$ cat src/rtl/wdt_feeder_if.sv
// Signal bundle between a supervisor (master) and the watchdog feeder (slave).
interface wdt_feeder_if #(
  parameter int WIDTH = 32
);
  logic             enable;
  logic [WIDTH-1:0] feed_interval;
  logic             heartbeat;
  logic [WIDTH-1:0] hb_timeout;
  logic             wdt_warning;
  logic             wdt_reset;
  logic             feed;
  logic [1:0]       state;
  logic             hb_lost;
  logic             wdt_fired;
  logic [15:0]      feed_count;

  modport master (
    output enable, feed_interval, heartbeat, hb_timeout, wdt_warning, wdt_reset,
    input  feed, state, hb_lost, wdt_fired, feed_count
  );

  modport slave (
    input  enable, feed_interval, heartbeat, hb_timeout, wdt_warning, wdt_reset,
    output feed, state, hb_lost, wdt_fired, feed_count
  );
endinterface

$ cat src/rtl/wdt_feeder.sv
// Watchdog feeder: periodic and warning-driven feeds, gated by a heartbeat
// liveness check; latches into STARVE on heartbeat loss or watchdog expiry.
module wdt_feeder #(
  parameter int WIDTH = 32
) (
  input  logic         clk,
  input  logic         rst,
  wdt_feeder_if.slave  bus
);

  typedef enum logic [1:0] {
    ST_IDLE   = 2'd0,
    ST_RUN    = 2'd1,
    ST_URGENT = 2'd2,
    ST_STARVE = 2'd3
  } state_e;

  localparam logic [WIDTH-1:0] CNT_ONE  = {{(WIDTH-1){1'b0}}, 1'b1};
  localparam logic [WIDTH-1:0] CNT_ZERO = {WIDTH{1'b0}};

  state_e           state_q, state_d;
  logic [WIDTH-1:0] int_cnt_q, int_cnt_d;
  logic [WIDTH-1:0] hb_cnt_q, hb_cnt_d;
  logic             feed_q, feed_d;
  logic             hb_lost_q, hb_lost_d;
  logic             wdt_fired_q, wdt_fired_d;
  logic [15:0]      feed_count_q, feed_count_d;

  logic             hb_expired;
  logic             periodic_due;
  logic             urgent_due;

  // State and output registers, cleared asynchronously.
  always_ff @(posedge clk or posedge rst) begin
    if (rst) begin
      state_q      <= ST_IDLE;
      int_cnt_q    <= CNT_ZERO;
      hb_cnt_q     <= CNT_ZERO;
      feed_q       <= 1'b0;
      hb_lost_q    <= 1'b0;
      wdt_fired_q  <= 1'b0;
      feed_count_q <= 16'd0;
    end else begin
      state_q      <= state_d;
      int_cnt_q    <= int_cnt_d;
      hb_cnt_q     <= hb_cnt_d;
      feed_q       <= feed_d;
      hb_lost_q    <= hb_lost_d;
      wdt_fired_q  <= wdt_fired_d;
      feed_count_q <= feed_count_d;
    end
  end

  // Next-state logic; >= comparisons make a lowered threshold fire at once.
  always_comb begin
    state_d      = state_q;
    int_cnt_d    = int_cnt_q;
    hb_cnt_d     = hb_cnt_q;
    feed_d       = 1'b0;
    hb_lost_d    = hb_lost_q;
    wdt_fired_d  = wdt_fired_q;
    feed_count_d = feed_count_q;

    hb_expired   = (!bus.heartbeat) && (hb_cnt_q >= bus.hb_timeout);
    periodic_due = (int_cnt_q >= bus.feed_interval);
    urgent_due   = (state_q == ST_RUN) && bus.wdt_warning;

    if (!bus.enable) begin
      state_d      = ST_IDLE;
      int_cnt_d    = CNT_ZERO;
      hb_cnt_d     = CNT_ZERO;
      hb_lost_d    = 1'b0;
      wdt_fired_d  = 1'b0;
      feed_count_d = 16'd0;
    end else begin
      case (state_q)
        ST_IDLE: begin
          state_d      = ST_RUN;
          int_cnt_d    = CNT_ZERO;
          hb_cnt_d     = CNT_ZERO;
          hb_lost_d    = 1'b0;
          wdt_fired_d  = 1'b0;
          feed_count_d = 16'd0;
        end
        ST_RUN, ST_URGENT: begin
          if (hb_expired || bus.wdt_reset) begin
            // Counters freeze; both flags may be set by the same cycle.
            state_d     = ST_STARVE;
            hb_lost_d   = hb_lost_q | hb_expired;
            wdt_fired_d = wdt_fired_q | bus.wdt_reset;
          end else begin
            feed_d    = periodic_due || urgent_due;
            int_cnt_d = feed_d ? CNT_ZERO : (int_cnt_q + CNT_ONE);
            hb_cnt_d  = bus.heartbeat ? CNT_ZERO : (hb_cnt_q + CNT_ONE);
            state_d   = bus.wdt_warning ? ST_URGENT : ST_RUN;
            if (feed_d && (feed_count_q != 16'hFFFF)) begin
              feed_count_d = feed_count_q + 16'd1;
            end else begin
              feed_count_d = feed_count_q;
            end
          end
        end
        ST_STARVE: begin
          state_d = ST_STARVE;
        end
        default: begin
          state_d = ST_IDLE;
        end
      endcase
    end
  end

  assign bus.feed       = feed_q;
  assign bus.state      = state_q;
  assign bus.hb_lost    = hb_lost_q;
  assign bus.wdt_fired  = wdt_fired_q;
  assign bus.feed_count = feed_count_q;

endmodule

$ cat src/flat_wrapper.sv
// flat-port wrapper written by rule: the top's interface ports become plain ports
module wdt_feeder_flat 
#(
  parameter int WIDTH = 32
)
  (clk, rst, bus_enable, bus_feed_interval, bus_heartbeat, bus_hb_timeout, bus_wdt_warning, bus_wdt_reset, bus_feed, bus_state, bus_hb_lost, bus_wdt_fired, bus_feed_count);
  wdt_feeder_if #(.WIDTH(WIDTH)) bus_i ();
  input  logic clk;
  input  logic rst;
  input wire logic [$bits(bus_i.enable)-1:0] bus_enable;
  input wire logic [$bits(bus_i.feed_interval)-1:0] bus_feed_interval;
  input wire logic [$bits(bus_i.heartbeat)-1:0] bus_heartbeat;
  input wire logic [$bits(bus_i.hb_timeout)-1:0] bus_hb_timeout;
  input wire logic [$bits(bus_i.wdt_warning)-1:0] bus_wdt_warning;
  input wire logic [$bits(bus_i.wdt_reset)-1:0] bus_wdt_reset;
  output wire logic [$bits(bus_i.feed)-1:0] bus_feed;
  output wire logic [$bits(bus_i.state)-1:0] bus_state;
  output wire logic [$bits(bus_i.hb_lost)-1:0] bus_hb_lost;
  output wire logic [$bits(bus_i.wdt_fired)-1:0] bus_wdt_fired;
  output wire logic [$bits(bus_i.feed_count)-1:0] bus_feed_count;
  assign bus_i.enable = bus_enable;
  assign bus_i.feed_interval = bus_feed_interval;
  assign bus_i.heartbeat = bus_heartbeat;
  assign bus_i.hb_timeout = bus_hb_timeout;
  assign bus_i.wdt_warning = bus_wdt_warning;
  assign bus_i.wdt_reset = bus_wdt_reset;
  assign bus_feed = bus_i.feed;
  assign bus_state = bus_i.state;
  assign bus_hb_lost = bus_i.hb_lost;
  assign bus_wdt_fired = bus_i.wdt_fired;
  assign bus_feed_count = bus_i.feed_count;
  wdt_feeder #(.WIDTH(WIDTH)) u_core (.clk(clk), .rst(rst), .bus(bus_i));
endmodule
$ cat config.mk
export PLATFORM = sky130hd
export DESIGN_NAME = wdt_feeder_flat
export DESIGN_NICKNAME = d
export VERILOG_FILES = /design/src/rtl/wdt_feeder_if.sv /design/src/rtl/wdt_feeder.sv /design/src/flat_wrapper.sv
export SDC_FILE = /design/constraint.sdc
export NUM_CORES = 1
export LEC_CHECK = 0
export ABC_AREA = 0
export CORE_MARGIN = 2
export CORE_UTILIZATION = 40
export DETAILED_ROUTE_END_ITERATION = 12
export PLACE_DENSITY = 0.73
export SETUP_SLACK_MARGIN = 0.2
export SLEW_MARGIN = 20
export SYNTH_ARGS = -nofsm -noshare
export SYNTH_HDL_FRONTEND = slang
export SYNTH_SLANG_ARGS = --single-unit
$ cat constraint.sdc
create_clock -name clk -period 3.7 [get_ports clk]
set_input_delay 0.555 -clock clk [delete_from_list [all_inputs] [get_ports clk]]
set_output_delay 0.555 -clock clk [all_outputs]
set_load 0.01 [all_outputs]
==> impl_metrics.yaml, run 1 <==
run_status:
  status: "complete, no violations"
setup_path:
  startpoint: "bus_hb_timeout[15]"
  reg2regPathDepth: 11
  critPathKind: "input port to flop"
  r2r-end: "u_core.int_cnt_q[12]"
  arrival_ns: 3.49
  crit-reg2reg-launch: "u_core.hb_cnt_q[0]"
  crit_fanout: 52
  rrSetupSlack_ns: 0.60
  cp-endpoint: "u_core.int_cnt_q[12]"
  startpoint_type: "input port"
  critPathCaptureType: "flop"
  cp.required_ns: 3.92
sta:
  finalCriticalPeriod_ns: 3.27
  fmaxAchievable_ghz: 0.306
  period_share: 0.884
  setup_violations: 0
  tightest_slew_ns: 0.759
  slew_violations: 0
  hold_violations: 0
  layout_setup_ws_ns: 0.431
  relSlewSlack: 0.494
  rsz0062_at_grt: "no"
  fin_worst_skew_ns: 0.00755
yosys:
  yosysTopAreaCellShare: 0.331
  mappedNetlistArea_sq_um: 6420
  syn_area_per_cell_sq_um: 8.11
  yosysTopAreaCell: "dfrtp_1"
  synth_flop_cell: "dfrtp_1"
  synth-warning-count: 0
  seq_area_frac_synth: 0.331
  synthesis.instances: 791
  ys_top_cells_by_area: "dfrtp_1 (33%), ha_1 (14%), o21ai_0 (7.3%)"
  synth-seq-cells: 85
  synth.net_count: 931
  async_flop_share: 1.00
  synth_edf_count: 0
  yosysUniqueCellTypes: 56
clock_network:
  cts_max_level: 3
  cts_tree: "built"
  clk_path_buf_depth: 2
  clockRootBuffer: "clkbuf_16"
  clk_pin_slew_ns: 0.06
  insertion_delay_ns: 0.34
  cts_hold_buf: 0
  numClockSinks: 85
  cts_buffers: 9
power:
  cellPowerDensity_nw_per_um2: 284
  p_leak_nw: 3.58
  ir_drop_mv: 0.226
grt:
  grt.overflow.total: 0
  grt_util_all_layers: 0.193
  grt_pass1_wl_um: 26600
  grt_pass1_vias: 5570
  grt_max_degree: 53
  antenna_found_initial: 0
routing:
  wl_per_cell_um: 14.5
  viasPerCell: 5.48
  antenna_left: 0
  dr.pass1.iters: 5
  drt_wl_total_um: 16000
  dr.first_iter.drc_count: 531
  vias: 6047
  drcViolationCount: 0
placement:
  dp_hpwl_um: 12000
  place_ws_ns: -0.0363
  port_buffers: 90
  place_congestion: 0.855
  dp_cells: 1087
cells_and_area:
  area_delta_synth_final_pct: 23.6
  drive_gt1_frac: 0.0552
  fin_cells: 1104
  nNetsFinal: 1023
  antennaDiodeCount: 0
die:
  die_w_um: 131
  start_util: 0.407
  rows: 46
  core_region_area_sq_um: 15800
  die-area_sq_um: 17100
  ios: 91
  die_y_um: 131
run:
  cap_viol_max_count: 0
hold_path:
  min_path_type: "flop to flop"
## cells in the mapped netlist, drive strengths merged, types with 2 or more instances
master and n:
o41ai 7, dfrtp 85, nor4 5, nand3 44
nor2b 9, o21a 4, a21boi 2, nand2b 14
nand2 82, and4 5, a31oi 19, clkbuf 16
buf 10, or2 2, a211oi 3, o21ai 99
ha 70, a41oi 2, a22oi 2, inv 76
or3 9, and2 9, or4 12, nor3 11
o31ai 30, a21o 5, nand4b 3, a21oi 43
nor2 52, a221oi 2, o211ai 10, nand4 18
and3 21
## registers in the layout, summed over array words and instances, names as in the netlist
signal and flops:
u_core.bus.feed_count 16, u_core.int_cnt_q 32, u_core.bus.state 2, u_core.bus.wdt_fired 1, u_core.bus.hb_lost 1, u_core.bus.feed 1
u_core.hb_cnt_q 32
## through the flow
step	setup TNS, ns	util	area [sq um]	power [mW]	hold slack, ns
final	0	0.503	7930	2.26	0.514
after global routing	0	0.503	7930	2.35	0.542
after CTS	0	0.501	7900	2.27	0.515
after detailed placement	-0.149	0.482	7600	1.35	0.501
after global placement	0	0.482	7600	1.35	0.496
after floorplan	0	-	6420	1.19	0.450
## layout make-up
| class | instances | area, sq um |
|---|---|---|
| fill | 1554 | 7840 |
| multi-input combinational | 604 | 3890 |
| sequential | 85 | 2130 |
| timing repair buffer | 107 | 1050 |
| inverter | 76 | 287 |
| tap | 216 | 270 |
| clock buffer | 11 | 243 |
| clock inverter | 5 | 60.1 |
## repair_timing
| action | CTS | global route |
|---|---|---|
| resized for setup | 0 | 3 |
| endpoints found under the setup margin | 0 | 44 |
| setup buffers | 0 | 1 |
## placed cells by master, fill, tap and decap left out, drive strengths merged, types with 9 or more instances in the layout
cell type and count:
o21ai 99, clkdlybuf4s50 90, dfrtp 85, nand2 82, inv 75, ha 70, nor2 52, nand3 44
a21oi 43, o31ai 30, and3 21, a31oi 19, nand4 18, buf 17, nand2b 14, or4 12
nor3 11, clkbuf 11, o211ai 10, and2 9, nor2b 9, or3 9
## where the power goes
part	internal [mW]	leakage (nW)	switching [mW]
Combinational	0.169	2.25	0.225
Clock	0.543	0.146	0.374
Sequential	0.937	1.18	0.00941
Total	1.65	3.58	0.608
## metal layers
metal / wire [um] / track usage / vias up
li1: - / - / 3066
met1: 7370 / 0.256 / 2833
met2: 7670 / 0.328 / 126
met4: 316 / 0.0526 / 0
met5: 0 / 0 / -
met3: 611 / 0.0285 / 22
## critical path, stage by stage
cell and delay, ns:
clkdlybuf4s50_1 0.45, inv_1 0.04, ha_1 0.29, nand2_1 0.11, nor4_4 0.32, or4b_1 0.51
a311oi_2 0.38, a211oi_4 0.12, o21ai_4 0.21, buf_12 0.24, or4_1 0.15, o211ai_1 0.08
## kinds of logic after synthesis
| kind of cell | Yosys count | synth area share |
|---|---|---|
| mux | 1 | 0.00156 |
| fa+ha+maj | 70 | 0.136 |
| flops | 85 | 0.331 |
| buf+inv | 102 | 0.0669 |
| compound gates | 233 | 0.220 |
| simple gates | 300 | 0.244 |
## worst min-delay path by stage
stage,start,endpoint,slack (ns),cells after the start
CTS,u_core.hb_cnt_q[10],u_core.hb_cnt_q[10],0.51,1
finish,u_core.hb_cnt_q[17],u_core.hb_cnt_q[17],0.51,1
detailed placement,u_core.hb_cnt_q[10],u_core.hb_cnt_q[10],0.50,1
floorplan,u_core.int_cnt_q[31],u_core.int_cnt_q[31],0.45,1
global placement,u_core.hb_cnt_q[10],u_core.hb_cnt_q[10],0.50,1
global route,u_core.bus.feed_count[4],u_core.bus.feed_count[4],0.54,1
Power figures use the tool's default switching activity.
==> inputs of run 2 (changes only) <==
--- a/config.mk
+++ b/config.mk
@@ -8,6 +8,7 @@
 export ABC_AREA = 0
 export CORE_MARGIN = 2
 export CORE_UTILIZATION = 40
+export CTS_BUF_LIST = sky130_fd_sc_hd__clkbuf_16
 export DETAILED_ROUTE_END_ITERATION = 12
 export PLACE_DENSITY = 0.73
 export SETUP_SLACK_MARGIN = 0.2
==> impl_metrics.yaml, run 2 (synthesis results as in run 1) <==
routing:
  antenna_left: 0
  wl_met2_um: 7690
  wl_per_cell_um: 14.5
  drcViolationCount: 0
  viasPerCell: 5.48
  wl_met1_um: 7370
  vias: 6048
  routed-wl-met3_um: 623
  dr.first_iter.drc_count: 533
  dr.max_layer_used: "met4"
  drt_wl_total_um: 16000
  dr.pass1.iters: 5
setup_path:
  cp.required_ns: 3.92
  arrival_ns: 3.49
  crit_fanout: 52
  worstPathCellList: "clkdlybuf4s50_1 > inv_1 > ha_1 > nand2_1 > nor4_4 > or4b_1 > a311oi_2 > a211oi_4 > o21ai_4 > buf_12 > or4_1 > o211ai_1"
  startpoint_type: "input port"
  slowest_stage: "or4b_1"
  critPathCaptureType: "flop"
  crit_family: "simple AND/OR/NAND/NOR gates"
  critPathMaxStageDelay_ns: 0.51
  cp.buffers_inverters: 3
  critPathKind: "input port to flop"
die:
  die_w_um: 131
  core_region_area_sq_um: 15800
  ios: 91
  rows: 46
  start_util: 0.407
  die-area_sq_um: 17100
  die_y_um: 131
sta:
  layout_setup_ws_ns: 0.428
  finalCriticalPeriod_ns: 3.27
  setup_tns_ns: 0
  rsz0062_at_grt: "no"
  relSlewSlack: 0.492
  period_share: 0.884
  slew_violations: 0
  fin_worst_skew_ns: 0.00771
  fmaxAchievable_ghz: 0.306
  hold_violations: 0
  setup_violations: 0
  tightest_slew_ns: 0.761
clock_network:
  cts_buffers: 9
  cts_max_level: 3
  clk_pin_slew_ns: 0.06
  numClockSinks: 85
  clockRootBuffer: "clkbuf_16"
  cts_hold_buf: 0
  cts_tree: "built"
  clk_path_buf_depth: 2
  insertion_delay_ns: 0.34
cells_and_area:
  nNetsFinal: 1023
  area_delta_synth_final_pct: 23.5
  fin_area_sq_um: 7920
  final_common_cell: "o21ai_0"
  antennaDiodeCount: 0
  drive_gt1_frac: 0.0541
  final_cell_mix: "o21ai_0 (94), clkdlybuf4s50_1 (90), dfrtp_1 (85), nand2_1 (79), inv_1 (76)"
  postLayoutCoreUtil: 0.502
placement:
  dpl_cell_area_sq_um: 7600
  place_congestion: 0.855
  port_buffers: 90
  dp_hpwl_um: 12000
  place_ws_ns: -0.0363
power:
  ir_drop_mv: 0.225
  p_total_mw: 2.23
  p_leak_nw: 3.57
  cellPowerDensity_nw_per_um2: 282
grt:
  grt_pass1_wl_um: 26600
  grt.overflow.total: 0
  grt_pass1_vias: 5570
  grt_max_degree: 53
  antenna_found_initial: 0
  grt_util_all_layers: 0.193
hold_path:
  min_path_type: "flop to flop"
run_status:
  status: "complete, no violations"
run:
  cap_viol_max_count: 0
## run 2: changes by cell type in the layout (fill, tap and decap cells not counted), sizes merged
cell / change
inv: +1
clkbuf: -2
clkinv: +1
## run 2: final cells by class
class	count	area (sq um)
tap	216	270
timing repair buffer	107	1050
clock inverter	7	67.6
sequential	85	2130
inverter	76	287
multi-input combinational	604	3890
fill	1556	7850
clock buffer	9	225
## run 2: path summary, 6_finish.rpt
check | start | end | slack (ns) | cells after the start
worst max register to register | u_core.hb_cnt_q[0] | u_core.int_cnt_q[12] | 0.60 | 11
worst min register to register | u_core.hb_cnt_q[17] | u_core.hb_cnt_q[17] | 0.51 | 1
max in group asynchronous | rst | u_core.bus.feed_count[10] | 2.36 | 3
worst min-delay path | u_core.hb_cnt_q[17] | u_core.hb_cnt_q[17] | 0.51 | 1
worst max-delay path | bus_hb_timeout[15] | u_core.int_cnt_q[12] | 0.43 | 12
min in group asynchronous | rst | u_core.hb_cnt_q[8] | 0.65 | 2
## run 2: metrics by stage
step | std cells | hold WS, ns
global placement | 1087 | 0.496
finish | 1104 | 0.514
CTS | 1103 | 0.515
detailed placement | 1087 | 0.501
floorplan | 791 | 0.450
global route | 1104 | 0.542
## run 2: repair_timing
item,in CTS,in global routing
gates resized for setup,0,3
endpoints found under the setup margin,0,44
setup buffers,0,1
## run 2: power breakdown
part / total (mW) / leakage (nW) / switching (mW) / internal, mW
sequential: 0.946 / 1.18 / 0.00942 / 0.937
clock: 0.892 / 0.144 / 0.373 / 0.519
combinational: 0.394 / 2.25 / 0.225 / 0.169
total: 2.23 / 3.57 / 0.607 / 1.62
## run 2: per-layer routing
metal / vias to the layer above / global-route usage
li1: 3066 / -
met1: 2839 / 0.256
met2: 119 / 0.328
met3: 24 / 0.0285
met4: 0 / 0.0526
met5: - / 0
==> inputs of run 3 (changes only) <==
--- a/config.mk
+++ b/config.mk
@@ -10,7 +10,7 @@
 export CORE_UTILIZATION = 40
 export CTS_BUF_LIST = sky130_fd_sc_hd__clkbuf_16
 export DETAILED_ROUTE_END_ITERATION = 12
-export PLACE_DENSITY = 0.73
+export PLACE_DENSITY = 0.66
 export SETUP_SLACK_MARGIN = 0.2
 export SLEW_MARGIN = 20
 export SYNTH_ARGS = -nofsm -noshare
==> impl_metrics.yaml, run 3 (synthesis results as in run 1) <==
grt:
  grt.overflow.total: 0
  grt_pass1_vias: 5577
  antenna_found_initial: 0
  grt_util_all_layers: 0.201
  grt_max_degree: 46
  grt_pass1_wl_um: 27500
cells_and_area:
  antennaDiodeCount: 0
  final_cell_mix: "o21ai_0 (94), clkdlybuf4s50_1 (90), dfrtp_1 (85), nand2_1 (79), inv_1 (75)"
  final_common_cell: "o21ai_0"
  drive_gt1_frac: 0.0552
  area_delta_synth_final_pct: 23.4
  nNetsFinal: 1022
routing:
  drcViolationCount: 0
  wl_per_cell_um: 14.8
  antenna_left: 0
  dr.first_iter.drc_count: 555
  drt_wl_total_um: 16300
  vias: 6004
  dr.pass1.iters: 5
  viasPerCell: 5.44
sta:
  fmaxAchievable_ghz: 0.307
  relSlewSlack: 0.509
  layout_setup_ws_ns: 0.438
  period_share: 0.882
  finalCriticalPeriod_ns: 3.26
  setup_violations: 0
  hold_violations: 0
  rsz0062_at_grt: "no"
  slew_violations: 0
  fin_worst_skew_ns: 0.00783
  tightest_slew_ns: 0.736
setup_path:
  r2r-end: "u_core.bus.feed_count[9]"
  critPathCaptureType: "flop"
  arrival_ns: 3.48
  reg2regPathDepth: 10
  crit_fanout: 9
  rrSetupSlack_ns: 0.64
  cp.required_ns: 3.92
  critPathKind: "input port to flop"
  startpoint_type: "input port"
  crit-reg2reg-launch: "u_core.hb_cnt_q[0]"
clock_network:
  cts_buffers: 9
  clockRootBuffer: "clkbuf_16"
  clk_pin_slew_ns: 0.07
  cts_tree: "built"
  cts_max_level: 3
  insertion_delay_ns: 0.35
  numClockSinks: 85
  clk_path_buf_depth: 2
  cts_hold_buf: 0
hold_path:
  min_path_type: "flop to flop"
  hold_depth: 1
  hold_path.startpoint: "u_core.hb_cnt_q[10]"
  min_to: "u_core.hb_cnt_q[10]"
die:
  rows: 46
  ios: 91
  die_y_um: 131
  start_util: 0.407
  core_region_area_sq_um: 15800
  die-area_sq_um: 17100
  die_w_um: 131
run:
  cap_viol_max_count: 0
power:
  p_total_mw: 2.26
  cellPowerDensity_nw_per_um2: 286
  ir_drop_mv: 0.253
  p_leak_nw: 3.56
run_status:
  status: "complete, no violations"
placement:
  port_buffers: 90
  dp_hpwl_um: 12300
  place_congestion: 0.853
  place_ws_ns: -0.00520
[run 3: changes by cell type in the layout (fill, tap and decap cells not counted), sizes merged]
| cell | change |
|---|---|
| clkinv | -2 |
| buf | -1 |
| clkinvlp | +2 |
[run 3: what timing repair did]
action                     CTS  global route
hold endpoints to repair     0             0
gates resized for setup      0             2
setup endpoints to repair    0            17
setup buffers                0             0
[run 3: final cells by class]
class,instances,area [sq um]
Inverter,76,287
Fill cell,1504,7850
Tap cell,216,270
Sequential cell,85,2130
Clock inverter,7,75.1
Multi-Input combinational cell,604,3890
Timing Repair Buffer,106,1050
Clock buffer,9,225
[run 3: worst max-delay path by stage]
stage | from | endpoint | cells past startpoint
after global routing | bus_hb_timeout[15] | u_core.bus.feed_count[6] | 11
after detailed placement | bus_hb_timeout[15] | u_core.int_cnt_q[29] | 11
after global placement | bus_hb_timeout[15] | u_core.int_cnt_q[18] | 11
after CTS | bus_hb_timeout[15] | u_core.int_cnt_q[2] | 11
final | bus_hb_timeout[15] | u_core.bus.feed_count[6] | 11
after floorplan | bus_hb_timeout[15] | u_core.bus.feed_count[12] | 11
[run 3: critical path: stages]
cell,delay (ns)
clkdlybuf4s50_1,0.45
inv_1,0.04
ha_1,0.28
nand2_1,0.11
nor4_4,0.33
or4b_1,0.52
a311oi_2,0.37
a211oi_4,0.11
o21a_2,0.34
nand2_1,0.25
o31ai_1,0.12
[run 3: metrics by stage]
step	setup TNS, ns	utilization	std cells	hold slack, ns	area, sq um
after global routing	0	0.502	1103	0.534	7920
after global placement	0	0.482	1087	0.477	7600
final	0	0.502	1103	0.501	7920
after CTS	0	0.501	1103	0.511	7900
after floorplan	0	-	791	0.450	6420
after detailed placement	-0.00973	0.482	1087	0.497	7600
[run 3: metal layers]
metal / vias up / global-route usage / share of wire
li1: 3057 / - / -
met1: 2798 / 0.275 / 0.47
met2: 131 / 0.335 / 0.48
met3: 18 / 0.0265 / 0.039
met4: 0 / 0.0588 / 0.014
met5: - / 0 / 0
[run 3: report_power, final]
group	internal, mW	switching (mW)	total [mW]
Combinational	0.168	0.226	0.394
Clock	0.525	0.398	0.924
Sequential	0.936	0.00953	0.946
